===== src/rtl/adder_share_arbiter_if.sv =====
// Request/response bundle for the shared-adder arbiter.
// slave = arbiter side, master = requesters plus response consumer.
interface adder_share_arbiter_if #(
  parameter int NREQ = 4,
  parameter int IDW  = 2
) ();
  logic [NREQ-1:0]    req_valid;
  logic [NREQ*32-1:0] req_a;
  logic [NREQ*32-1:0] req_b;
  logic [NREQ-1:0]    req_cin;
  logic [NREQ-1:0]    req_ready;
  logic               rsp_valid;
  logic               rsp_ready;
  logic [IDW-1:0]     rsp_id;
  logic [31:0]        rsp_sum;
  logic               rsp_cout;
  logic               rsp_of;
  logic [31:0]        ops_done;

  modport slave (
    input  req_valid, req_a, req_b, req_cin, rsp_ready,
    output req_ready, rsp_valid, rsp_id, rsp_sum,
    output rsp_cout, rsp_of, ops_done
  );

  modport master (
    output req_valid, req_a, req_b, req_cin, rsp_ready,
    input  req_ready, rsp_valid, rsp_id, rsp_sum,
    input  rsp_cout, rsp_of, ops_done
  );
endinterface


===== src/rtl/adder_share_arbiter.sv =====
// Round-robin arbiter time-sharing one 32-bit adder among NREQ
// requesters; result lands in a single registered response slot.
module adder_share_arbiter #(
  parameter int NREQ      = 4,
  parameter int IDW       = 2,
  parameter int ADDER_SEL = 0
) (
  input logic                clk,
  input logic                rst,
  adder_share_arbiter_if.slave bus
);

  function automatic logic [32:0] add_rca(
    input logic [31:0] a,
    input logic [31:0] b,
    input logic        c
  );
    return {1'b0, a} + {1'b0, b} + {32'b0, c};
  endfunction

  // 4-bit lookahead groups, group carries rippled between groups
  function automatic logic [32:0] add_cla(
    input logic [31:0] a,
    input logic [31:0] b,
    input logic        c
  );
    logic [31:0] g, p;
    logic [32:0] cy;
    g = a & b;
    p = a ^ b;
    cy = '0;
    cy[0] = c;
    for (int k = 0; k < 8; k++) begin
      cy[4*k+1] = g[4*k]
        | (p[4*k] & cy[4*k]);
      cy[4*k+2] = g[4*k+1]
        | (p[4*k+1] & g[4*k])
        | (p[4*k+1] & p[4*k] & cy[4*k]);
      cy[4*k+3] = g[4*k+2]
        | (p[4*k+2] & g[4*k+1])
        | (p[4*k+2] & p[4*k+1] & g[4*k])
        | (p[4*k+2] & p[4*k+1] & p[4*k] & cy[4*k]);
      cy[4*k+4] = g[4*k+3]
        | (p[4*k+3] & g[4*k+2])
        | (p[4*k+3] & p[4*k+2] & g[4*k+1])
        | (p[4*k+3] & p[4*k+2] & p[4*k+1] & g[4*k])
        | (&p[4*k+:4] & cy[4*k]);
    end
    return {cy[32], p ^ cy[31:0]};
  endfunction

  function automatic logic [32:0] add_csel(
    input logic [31:0] a,
    input logic [31:0] b,
    input logic        c
  );
    logic [16:0] lo, h0, h1;
    lo = {1'b0, a[15:0]} + {1'b0, b[15:0]} + {16'b0, c};
    h0 = {1'b0, a[31:16]} + {1'b0, b[31:16]};
    h1 = {1'b0, a[31:16]} + {1'b0, b[31:16]} + 17'd1;
    return lo[16] ? {h1, lo[15:0]} : {h0, lo[15:0]};
  endfunction

  logic [IDW-1:0]  ptr, ptr_nxt, gnt_id, idx;
  logic [NREQ-1:0] grant;
  logic            found, slot_free;
  logic [31:0]     a_arr [NREQ];
  logic [31:0]     b_arr [NREQ];
  logic [31:0]     a_sel, b_sel, add_sum;
  logic            cin_sel, add_cout, add_of;
  logic [32:0]     add_res;

  logic            rsp_valid;
  logic [IDW-1:0]  rsp_id;
  logic [31:0]     rsp_sum, ops_done;
  logic            rsp_cout, rsp_of;

  for (genvar i = 0; i < NREQ; i++) begin : g_unpack
    assign a_arr[i] = bus.req_a[32*i +: 32];
    assign b_arr[i] = bus.req_b[32*i +: 32];
  end

  assign slot_free = !rsp_valid || bus.rsp_ready;

  always_comb begin
    found  = 1'b0;
    gnt_id = '0;
    idx    = '0;
    grant  = '0;
    if (slot_free && !rst) begin
      for (int k = 0; k < NREQ; k++) begin
        idx = IDW'((int'(ptr) + k) % NREQ);
        if (!found && bus.req_valid[idx]) begin
          found  = 1'b1;
          gnt_id = idx;
        end
      end
    end
    grant[gnt_id] = found;
  end

  assign ptr_nxt = (int'(gnt_id) == NREQ - 1) ? '0
                 : gnt_id + IDW'(1);

  // gnt_id is 0 when nothing is granted; that result is dropped
  assign a_sel   = a_arr[gnt_id];
  assign b_sel   = b_arr[gnt_id];
  assign cin_sel = bus.req_cin[gnt_id];

  if (ADDER_SEL == 1) begin : g_cla
    assign add_res = add_cla(a_sel, b_sel, cin_sel);
  end else if (ADDER_SEL == 2) begin : g_csel
    assign add_res = add_csel(a_sel, b_sel, cin_sel);
  end else begin : g_rca
    assign add_res = add_rca(a_sel, b_sel, cin_sel);
  end

  assign add_sum  = add_res[31:0];
  assign add_cout = add_res[32];
  assign add_of   = (a_sel[31] == b_sel[31])
                 && (add_sum[31] != a_sel[31]);

  always_ff @(posedge clk) begin
    if (rst) begin
      rsp_valid <= 1'b0;
      rsp_id    <= '0;
      rsp_sum   <= '0;
      rsp_cout  <= 1'b0;
      rsp_of    <= 1'b0;
      ptr       <= '0;
      ops_done  <= '0;
    end else begin
      if (found) begin
        rsp_valid <= 1'b1;
        rsp_id    <= gnt_id;
        rsp_sum   <= add_sum;
        rsp_cout  <= add_cout;
        rsp_of    <= add_of;
        ptr       <= ptr_nxt;
      end else if (bus.rsp_ready) begin
        rsp_valid <= 1'b0;
      end
      if (rsp_valid && bus.rsp_ready)
        ops_done <= ops_done + 32'd1;
    end
  end

  assign bus.req_ready = grant;
  assign bus.rsp_valid = rsp_valid;
  assign bus.rsp_id    = rsp_id;
  assign bus.rsp_sum   = rsp_sum;
  assign bus.rsp_cout  = rsp_cout;
  assign bus.rsp_of    = rsp_of;
  assign bus.ops_done  = ops_done;

endmodule

===== src/flat_wrapper.sv =====
// flat-port wrapper written by rule: the top's interface ports become plain ports
module adder_share_arbiter_flat 
#(
  parameter int NREQ      = 4,
  parameter int IDW       = 2,
  parameter int ADDER_SEL = 0
)
  (clk, rst, bus_req_valid, bus_req_a, bus_req_b, bus_req_cin, bus_rsp_ready, bus_req_ready, bus_rsp_valid, bus_rsp_id, bus_rsp_sum, bus_rsp_cout, bus_rsp_of, bus_ops_done);
  adder_share_arbiter_if #(.NREQ(NREQ), .IDW(IDW)) bus_i ();
  input logic clk;
  input logic rst;
  input wire logic [$bits(bus_i.req_valid)-1:0] bus_req_valid;
  input wire logic [$bits(bus_i.req_a)-1:0] bus_req_a;
  input wire logic [$bits(bus_i.req_b)-1:0] bus_req_b;
  input wire logic [$bits(bus_i.req_cin)-1:0] bus_req_cin;
  input wire logic [$bits(bus_i.rsp_ready)-1:0] bus_rsp_ready;
  output wire logic [$bits(bus_i.req_ready)-1:0] bus_req_ready;
  output wire logic [$bits(bus_i.rsp_valid)-1:0] bus_rsp_valid;
  output wire logic [$bits(bus_i.rsp_id)-1:0] bus_rsp_id;
  output wire logic [$bits(bus_i.rsp_sum)-1:0] bus_rsp_sum;
  output wire logic [$bits(bus_i.rsp_cout)-1:0] bus_rsp_cout;
  output wire logic [$bits(bus_i.rsp_of)-1:0] bus_rsp_of;
  output wire logic [$bits(bus_i.ops_done)-1:0] bus_ops_done;
  assign bus_i.req_valid = bus_req_valid;
  assign bus_i.req_a = bus_req_a;
  assign bus_i.req_b = bus_req_b;
  assign bus_i.req_cin = bus_req_cin;
  assign bus_i.rsp_ready = bus_rsp_ready;
  assign bus_req_ready = bus_i.req_ready;
  assign bus_rsp_valid = bus_i.rsp_valid;
  assign bus_rsp_id = bus_i.rsp_id;
  assign bus_rsp_sum = bus_i.rsp_sum;
  assign bus_rsp_cout = bus_i.rsp_cout;
  assign bus_rsp_of = bus_i.rsp_of;
  assign bus_ops_done = bus_i.ops_done;
  adder_share_arbiter #(.NREQ(NREQ), .IDW(IDW), .ADDER_SEL(ADDER_SEL)) u_core (.clk(clk), .rst(rst), .bus(bus_i));
endmodule

===== config.mk =====
export PLATFORM = sky130hd
export DESIGN_NAME = adder_share_arbiter_flat
export DESIGN_NICKNAME = d
export VERILOG_FILES = /design/src/rtl/adder_share_arbiter_if.sv /design/src/rtl/adder_share_arbiter.sv /design/src/flat_wrapper.sv
export SDC_FILE = /design/constraint.sdc
export NUM_CORES = 1
export LEC_CHECK = 0
export ABC_CLOCK_PERIOD_IN_PS = 11000
export CORE_AREA = 2 2 130 132
export CTS_BUF_LIST = sky130_fd_sc_hd__clkbuf_4 sky130_fd_sc_hd__clkbuf_8
export DETAILED_ROUTE_END_ITERATION = 16
export DIE_AREA = 0 0 132 134
export DONT_BUFFER_PORTS = 1
export PLACE_DENSITY = 0.54
export SYNTH_ARGS = -nofsm -noshare
export SYNTH_HDL_FRONTEND = slang
export SYNTH_SLANG_ARGS = --single-unit

===== constraint.sdc =====
create_clock -name clk -period 11 [get_ports clk]
set_clock_uncertainty 0.05 [all_clocks]
set_input_delay 1.1 -clock clk [delete_from_list [all_inputs] [get_ports clk]]
set_output_delay 1.1 -clock clk [all_outputs]
set_load 0.05 [all_outputs]

Word-level counts from Yosys, hierarchy flattened:

Index checks and enable logic that the tools add are counted.

* input bits: 267
* flip-flop bits (word level): 71
* word-level logic and storage cells: 74

* eq/ne operators: 3
* add/subtract/negate cells: 7
* bitwise logic cells: 2
* reductions and logical operators: 14
* $lt $le $gt $ge: 7
* mux-type cells: 34

Operator list (count)
* binary-select mux 32 bit (select 2 bit): 2
* 2-to-1 mux 32 bit: 4
* adder 32 x 32 -> 33 bit: 1
* adder 33 x 1 -> 33 bit: 1
* adder 32 x 1 -> 32 bit, second input constant: 1
* 2-to-1 mux 1 bit: 16
* less-than comparator 2 x 3 -> 1 bit, second input constant: 5
* 2-to-1 mux 2 bit: 6
* binary-select mux 1 bit (select 2 bit): 5
* logical AND 1 bit: 7
* logical NOT 1 bit: 5
* adder 2 x 1 -> 2 bit, second input constant: 2
* adder 2 bit, second input constant: 2
* AND 4 bit: 1
* >= comparator 3 bit, second input constant: 1
* inverter 2 -> 3 bit: 1
* demux 1 bit (select 2 bit): 1
* equality test 2 x 1 -> 1 bit, second input constant: 1
* >= comparator 2 x 1 -> 1 bit, second input constant: 1
* nonzero test 2 bit: 1
* equality test 1 bit: 1
* logical OR 1 bit: 1
* != test 1 bit: 1

Depth between registers and ports, before layout:

Gate-level depths: netlist of run 1.

* depth after elaboration: 24
* gate-level depth with buffers: 20
* depth with buffers taken out: 17

Least setup slack after synthesis of run 1:

No wires, ideal clock.

* path kind: input to register
* from: in bus_rsp_ready
* to: reg u_core.rsp_of (netlist: u_core.bus.rsp_of)
* buffers on the path: 3
* setup slack: 6.004 ns
* setup time: 0.117 ns
* cell stages on the path: 17
* data arrival time: 4.828 ns
* cell sequence: nor2b_1 -> or3_1 -> buf_2 -> nor4_4 -> buf_2 -> buf_2 -> nand2_1 -> and3_1 -> a31oi_1 -> ha_1 -> a21o_1 -> a221oi_1 -> o22ai_1 -> or2_1 -> a2111o_1 -> a21o_1 -> a32o_1

* word-level cells in the longest chain between the ends: 11
* elaborated cells on any way between the ends: 18
* classes of those cells: add/sub: 2; eq/ne: 2; mux: 10; bitwise: 1; reduce/logical: 3

Ends and longest elaborated chain
* start: declaration: RTL line flat_wrapper.sv:16 `input wire logic [$bits(bus_i.rsp_ready)-1:0] bus_rsp_ready;`
* logical OR 1 bit (*): RTL line adder_share_arbiter.sv:83 `assign slot_free = !rsp_valid || bus.rsp_ready;`
* logical AND 1 bit (*): RTL line adder_share_arbiter.sv:90 `if (slot_free && !rst) begin`
* 2-to-1 mux 2 bit: RTL line adder_share_arbiter.sv:90
* inverter 2 -> 3 bit (implied by the code): RTL line adder_share_arbiter.sv:106, adder_share_arbiter.sv:107
* binary-select mux 32 bit (select 2 bit) (on tied branches): RTL line adder_share_arbiter.sv:106, adder_share_arbiter.sv:107
* 2-to-1 mux 32 bit (on tied branches) (2 in series): RTL line adder_share_arbiter.sv:106, adder_share_arbiter.sv:107
* adder 32 x 32 -> 33 bit: RTL line adder_share_arbiter.sv:18 `return {1'b0, a} + {1'b0, b} + {32'b0, c};`
* adder 33 x 1 -> 33 bit: RTL line adder_share_arbiter.sv:18
* != test 1 bit: RTL line adder_share_arbiter.sv:121 `&& (add_sum[31] != a_sel[31]);`
* logical AND 1 bit: RTL line adder_share_arbiter.sv:121
* end signal: assignment: RTL line adder_share_arbiter.sv:138 `rsp_of <= add_of;`
* end: declaration: RTL line adder_share_arbiter.sv:76 `logic rsp_cout, rsp_of;`

Every way passes the cells marked *; elsewhere a longest branch is shown, timed or not. The select of a mux whose other input is x is not followed.
A chain may end at the register's enable or synchronous reset.

Final worst setup path of run 1:

* from: reg u_core.rsp_valid (netlist: u_core.bus.rsp_valid)
* to: reg u_core.rsp_of (netlist: u_core.bus.rsp_of)

* word-level cells in the longest chain between the ends: 12
* elaborated cells on any way between the ends: 19
* classes of those cells: add/sub: 2; eq/ne: 2; mux: 10; bitwise: 1; reduce/logical: 4

Ends and longest elaborated chain
* start: declaration: RTL line adder_share_arbiter.sv:73 `logic rsp_valid;`
* start signal: assignment: RTL line adder_share_arbiter.sv:125 `rsp_valid <= 1'b0;`
* start signal: assignment: RTL line adder_share_arbiter.sv:134 `rsp_valid <= 1'b1;`
* start signal: assignment: RTL line adder_share_arbiter.sv:141 `rsp_valid <= 1'b0;`
* logical NOT 1 bit (*): RTL line adder_share_arbiter.sv:83
* logical OR 1 bit (*): RTL line adder_share_arbiter.sv:83
* logical AND 1 bit (*): RTL line adder_share_arbiter.sv:90
* 2-to-1 mux 2 bit: RTL line adder_share_arbiter.sv:90
* inverter 2 -> 3 bit (implied by the code): RTL line adder_share_arbiter.sv:106, adder_share_arbiter.sv:107
* binary-select mux 32 bit (select 2 bit) (on tied branches): RTL line adder_share_arbiter.sv:106, adder_share_arbiter.sv:107
* 2-to-1 mux 32 bit (on tied branches) (2 in series): RTL line adder_share_arbiter.sv:106, adder_share_arbiter.sv:107
* adder 32 x 32 -> 33 bit: RTL line adder_share_arbiter.sv:18
* adder 33 x 1 -> 33 bit: RTL line adder_share_arbiter.sv:18
* != test 1 bit: RTL line adder_share_arbiter.sv:121
* logical AND 1 bit: RTL line adder_share_arbiter.sv:121

Marks and branches as above.

==> metrics.txt, run 1 <==
Hold WC Path Type flip-flop to flip-flop; largest net degree at the start of global routing 75; vias post-DR 7030; final worst-path cycle share 0.549; final hold vios 0; Area Overhead vs Synth 4.45%; DRC violations left 0; Max transition margin 0.280; # nets final 1280; Comb pwr share 0.442; Critical Path RT 11.19 ns; Peak VDD IR 0.0777 mV; post-route ant nets 0; Yosys cell types 55; switching part of the total power 0.510; first-pass GRT wire length about 37000 um; core footprint ~0.016 mm2; Cells after Synth around 1000; unrepaired setup endpoints after global routing false; Synthesis Warnings 0; CTS tree yes; Net Sw Power 0.667 mW; crit path cell chain nor2b_1 -> or3_1 -> buf_4 -> nor4_4 -> buf_4 -> buf_4 -> nand2_1 -> and3_1 -> a31oi_1 -> ha_1 -> a21oi_1 -> a21oi_1 -> o2111a_1 -> or2_1 -> a2111o_1 -> a21o_1 -> a32o_1; average size of a mapped cell 6.53 um2; crit path from u_core.bus.rsp_valid$_SDFFE_PP0P_; Post-synth EDFFs 0; max-cap violations 0; slowest stage delay, CP 0.66 ns; Detailed Routing Iterations Pass 1 5; clock slew at reported path FFs 0.07 ns; top post-synthesis cells by area dfxtp_1 21%, nand2_1 17%, and3_1 7.5%, ha_1 6.8%, a31oi_1 6.1%; CTS Root Buffer Type clkbuf_8; slowest cell on the critical path buf_4; CP Max Fanout 67; fillers 1790; post-CTS sizing 0; Post-Route WL 24200 um; Worst-Skew Late Latency 0.35 ns; cell mode on critical path buf_4; height of the die 134 um; top cell type's share of synthesized area 0.213; fraction of layout cells with a size suffix above 1 0.0327; initial antenna violation count 1; status completed; syn_nets 1324; clock network fraction of total power 0.165; GRT Residual Overflow 0; # rows 47; WL/cell 20.2 um; type of origin of the critical path flip-flop; Final WS setup 4.96 ns; Iter 0 DRT Violations 450; setup bufs post-CTS 0; GPL Wtd Cong 0.910; clk sinks 71; die footprint 0.0177 mm2; die width 132 um; Leak Pwr approximately 3.1 nW; reg-to-reg startpoint u_core.bus.rsp_valid$_SDFFE_PP0P_; Main synth FF type dfxtp_1; CP Capture Type flip-flop; arrival time worst endpoint 6.23 ns; Final Setup Violations 0; CTS buffer count 9; Mapped Area between 0.006 and 0.007 mm2; CP Class flip-flop to flip-flop; ys async rst share 0; vias per cell approximately 5.9; Peak Freq 166 MHz; power per cell area 188 mW/mm2; min-delay src u_core.ptr[0]$_SDFFE_PP0P_; CTS Buffer Depth 2; gr usage total 0.259; hold-fix buffers at CTS 0; area leader, netlist dfxtp_1; fin crit period 6.04 ns; Setup WS pre-CTS 4.65 ns; cell-internal power around 0.64 mW; max-slew violations 0; H-tree depth 3; setup TNS 0 ns; FF+latch count, synth 71; Buffers on Ports 0; worst slew pin tran 1.08 ns; HPWL after DPL 19300 um; sequential area share after synthesis 0.213; Initial Utilization 0.409; I/O Pins 340; number of global-route vias before repair 6498; sequential share of power 0.393
[flip-flops by register name, summed over array words and instances (netlist names)]
signal / cells
u_core.bus.ops_done: 32
u_core.bus.rsp_sum: 32
u_core.bus.rsp_id: 2
u_core.ptr: 2
u_core.bus.rsp_cout: 1
u_core.bus.rsp_of: 1
u_core.bus.rsp_valid: 1
[cell usage in the layout, fill, tap and decap left out, drive strengths merged, types with 12 or more instances in the layout]
cell and count:
nor3 15, and2 12, ha 36, a21o 19, dfxtp 71, nand3 46
nor2 55, a21oi 39, nand2 301, xor2 28, xnor2 17, a31oi 65
o21ai 44, inv 16, and3 80
[critical path, delay by kind of cell (launching register included)]
kind / cells / cell delay (ns)
AO/OA/AOI/OAI: 7 / 1.76
adder cells (fa/ha/maj): 1 / 0.34
buffers and inverters: 3 / 1.51
flip-flops: 1 / 0.54
AND/OR/NAND/NOR: 6 / 1.65
[worst paths after layout]
path | depth (start not counted) | end | slack [ns]
setup / recovery | 17 | u_core.bus.rsp_of$_SDFFE_PP0P_ | 4.96
hold / removal | 2 | u_core.ptr[0]$_SDFFE_PP0P_ | 0.51
setup reg to reg | 17 | u_core.bus.rsp_of$_SDFFE_PP0P_ | 4.96
hold reg to reg | 2 | u_core.ptr[0]$_SDFFE_PP0P_ | 0.51
[cell families (layout without fill, tap and decap cells)]
family | after synthesis | in the layout | synth area share
and+or+nand+nor | 556 | 556 | 0.381
AOI/OAI and AO/OA | 228 | 228 | 0.220
buffers and inverters | 78 | 39 | 0.0481
DFF | 71 | 71 | 0.213
xor gates and xnor gates | 45 | 45 | 0.0592
adders and majority gates | 38 | 38 | 0.0737
muxes | 3 | 3 | 0.00507
other | 0 | 1 | 0
[power by group through the flow]
stage | Clock (mW) | Sequential (mW) | Combinational [mW]
2_1_floorplan | 0 | 0.497 | 0.435
5_1_grt | 0.230 | 0.521 | 0.643
6_report | 0.216 | 0.514 | 0.578
4_1_cts | 0.222 | 0.517 | 0.571
3_5_place_dp | 0 | 0.523 | 0.568
3_3_place_gp | 0 | 0.522 | 0.567
[cells in the mapped netlist (11+ instances only)]
cell type	count
and3_1	80
inv_1	14
o21ai_0	44
xnor2_1	17
nand2b_1	11
xor2_1	28
nor3_1	15
a21oi_1	39
nor2_1	55
a21o_1	19
nand2_1	301
and2_1	11
a31oi_1	65
dfxtp_1	71
nand4_1	11
ha_1	36
buf_2	16
clkbuf_1	40
nand3_1	46
[routing by layer]
metal | up-vias | GRT usage | routed length (um)
met2 | 300 | 0.426 | 11200
met5 | - | 0 | 0
met1 | 3214 | 0.353 | 11000
li1 | 3494 | - | -
met4 | 0 | 0.0640 | 347
met3 | 22 | 0.0461 | 1750
[metrics by stage]
step / hold WS, ns / utilization / total power [mW] / instances / instance area, um2
6_report: 0.507 / 0.427 / 1.31 / 1201 / 6950
5_1_grt: 0.578 / 0.427 / 1.39 / 1201 / 6950
4_1_cts: 0.509 / 0.427 / 1.31 / 1200 / 6950
3_5_place_dp: 0.497 / 0.414 / 1.09 / 1184 / 6740
3_3_place_gp: 0.495 / 0.414 / 1.09 / 1184 / 6740
2_1_floorplan: 0.440 / - / 0.931 / 1019 / 6660
[cell type report]
type	count	area [um2]	area share
timing repair buffer	7	52.6	0.00756
clock buffer	11	151	0.0218
antenna	1	2.50	0.000360
multi-input combinational	870	4930	0.709
clock inverter	5	56.3	0.00810
tap	220	275	0.0396
sequential	71	1420	0.204
inverter	16	62.6	0.00900
(Power assumes the default switching activity.)
==> run 2: changes to the inputs <==
--- a/config.mk
+++ b/config.mk
@@ -5,7 +5,7 @@
 export SDC_FILE = /design/constraint.sdc
 export NUM_CORES = 1
 export LEC_CHECK = 0
-export ABC_CLOCK_PERIOD_IN_PS = 11000
+export ABC_CLOCK_PERIOD_IN_PS = 6100
 export CORE_AREA = 2 2 130 132
 export CTS_BUF_LIST = sky130_fd_sc_hd__clkbuf_4 sky130_fd_sc_hd__clkbuf_8
 export DETAILED_ROUTE_END_ITERATION = 16
==> constraint.sdc (replaced) <==
create_clock -name clk -period 6.1 [get_ports clk]
set_clock_uncertainty 0.05 [all_clocks]
set_input_delay 0.61 -clock clk [delete_from_list [all_inputs] [get_ports clk]]
set_output_delay 0.61 -clock clk [all_outputs]
set_load 0.05 [all_outputs]
==> run 2 against run 1 <==
Against the previous run: sequential power rose by 80%; sequential share of layout area fell by 0.11 points; first-iteration DRC count is 17% higher; clock-buffer cell count fell by 1.
==> metrics.txt, run 2 (same netlist as run 1, synthesis figures left out) <==
status completed; CP Class input port to flip-flop; Max transition margin 0.252; CTS Root Buffer Type clkbuf_8; fraction of layout cells with a size suffix above 1 0.0327; post-route ant nets 0; vias post-DR 7112; CTS tree yes; DRC violations left 0; unrepaired setup endpoints after global routing false; vias per cell 5.93; max-slew violations 0; Peak Freq 203 MHz; clk sinks 71; Hold WC Path Type input port to flip-flop; Critical Path RT 6.30 ns; Buffers on Ports 0; height of the die 134 um; Peak VDD IR 0.114 mV; highest metal used met4; power per cell area 342 mW/mm2; arrival time worst endpoint 5.13 ns; first-pass GRT wire length approximately 37000 um; sequential share of power 0.387; fin crit period 4.93 ns; die footprint between 0.015 and 0.02 mm2; die width about 130 um; Detailed Routing Iterations Pass 1 5; post-CTS sizing 0; Finished Layout Cells 1200; initial antenna violation count 0; largest net degree at the start of global routing 133; number of global-route vias before repair 6603; CP Capture Type flip-flop; CTS Buffer Depth 2; Metal-1 WL 10800 um; CP Max Fanout between 70 and 80; # rows 47; setup TNS 0 ns; gr usage total 0.262; clock slew at reported path FFs 0.08 ns; switching part of the total power 0.504; Worst-Skew Late Latency 0.35 ns; met3 WL 2010 um; Iter 0 DRT Violations 527; CTS buffer count 9; final hold vios 0; cell-internal power 1.19 mW; Power Total between 2 and 2.5 mW; GPL Wtd Cong 0.906; Final Setup Violations 0; hold-fix buffers at CTS 0; GRT Residual Overflow 0; slowest cell on the critical path nor4_1; crit-path leading delay family simple AND/OR/NAND/NOR gates; Comb pwr share 0.435; type of origin of the critical path input port; clock network fraction of total power 0.179; setup bufs post-CTS 0; Area Overhead vs Synth 5.00%; max-cap violations 0; worst slew pin tran about 1.1 ns; HPWL after DPL 19200 um; ant diodes 0; Finished Core Util 0.429; Post-Route WL 24200 um; worst path bufs/invs 2; core footprint 0.0163 mm2; crit path cell chain nor4_1 -> or3_1 -> nor4_4 -> inv_4 -> buf_12 -> nand2_1 -> and3_1 -> a31oi_1 -> ha_1 -> nand3b_1 -> a21oi_1 -> o2111a_1 -> or2_1 -> a2111o_1 -> a21o_1 -> a32o_1; fillers 1825; # nets final 1280; final worst-path cycle share 0.808; commonest non-fill, non-tap cell in the layout nand2_1; top flop regs u_core.bus.ops_done x32, u_core.bus.rsp_sum x32; commonest cells after routing, fill and taps aside 301 x nand2_1, 80 x and3_1, 71 x dfxtp_1; placed cells 1184; Initial Utilization 0.409; DR WL met2 10800 um; I/O Pins 340; WL/cell 20.2 um; H-tree depth 3; Leak Pwr 3.09 nW; Net Sw Power 1.20 mW; slowest stage delay, CP between 0.6 and 0.7 ns
==> run 2: power by group through the flow <==
stage	Clock [mW]	Sequential, mW	Combinational (mW)
after floorplan	0	0.895	0.784
after global placement	0	0.939	1.02
after detailed placement	0	0.941	1.02
after CTS	0.435	0.929	1.03
after global routing	0.451	0.937	1.16
final	0.427	0.924	1.04
==> run 2: cell type report <==
type | count | area [um2] | share of cell area
timing repair buffer | 7 | 77.6 | 0.0111
inverter | 16 | 62.6 | 0.00895
clock inverter | 6 | 83.8 | 0.0120
tap | 220 | 275 | 0.0394
multi-input combinational | 870 | 4930 | 0.706
sequential | 71 | 1420 | 0.203
clock buffer | 10 | 138 | 0.0197
==> run 2: final timing paths <==
path / endpoint / slack, ns / depth (start not counted) / startpoint
hold / removal: u_core.bus.ops_done[7]$_SDFFE_PP0P_ / 0.27 / 1 / rst
setup / recovery: u_core.bus.rsp_sum[31]$_SDFFE_PP0P_ / 1.17 / 16 / bus_req_valid[0]
setup reg to reg: u_core.bus.rsp_sum[31]$_SDFFE_PP0P_ / 1.21 / 15 / u_core.bus.rsp_valid$_SDFFE_PP0P_
hold reg to reg: u_core.ptr[0]$_SDFFE_PP0P_ / 0.53 / 2 / u_core.ptr[0]$_SDFFE_PP0P_
==> run 2: worst reg2reg max path: cells and delay by family (launching register included) <==
kind	cells	cell delay, ns
AND/OR/NAND/NOR	7	1.98
AO/OA/AOI/OAI	6	1.69
buffers and inverters	1	0.42
adder cells (fa/ha/maj)	1	0.34
flip-flops	1	0.31
==> run 2: through the flow <==
stage / cell area (um2) / hold slack (ns) / worst slack [ns]
floorplan: 6660 / 0.440 / 1.51
global placement: 6770 / 0.497 / 0.941
detailed placement: 6770 / 0.511 / 0.855
CTS: 6990 / 0.250 / 1.18
global route: 6990 / 0.260 / 0.843
finish: 6990 / 0.272 / 1.17
==> run 2: per-layer routing <==
| layer | global-route usage | up-vias |
|---|---|---|
| met5 | 0 | - |
| met4 | 0.0930 | 0 |
| met3 | 0.0552 | 34 |
| met2 | 0.414 | 331 |
| met1 | 0.355 | 3256 |
| li1 | - | 3491 |
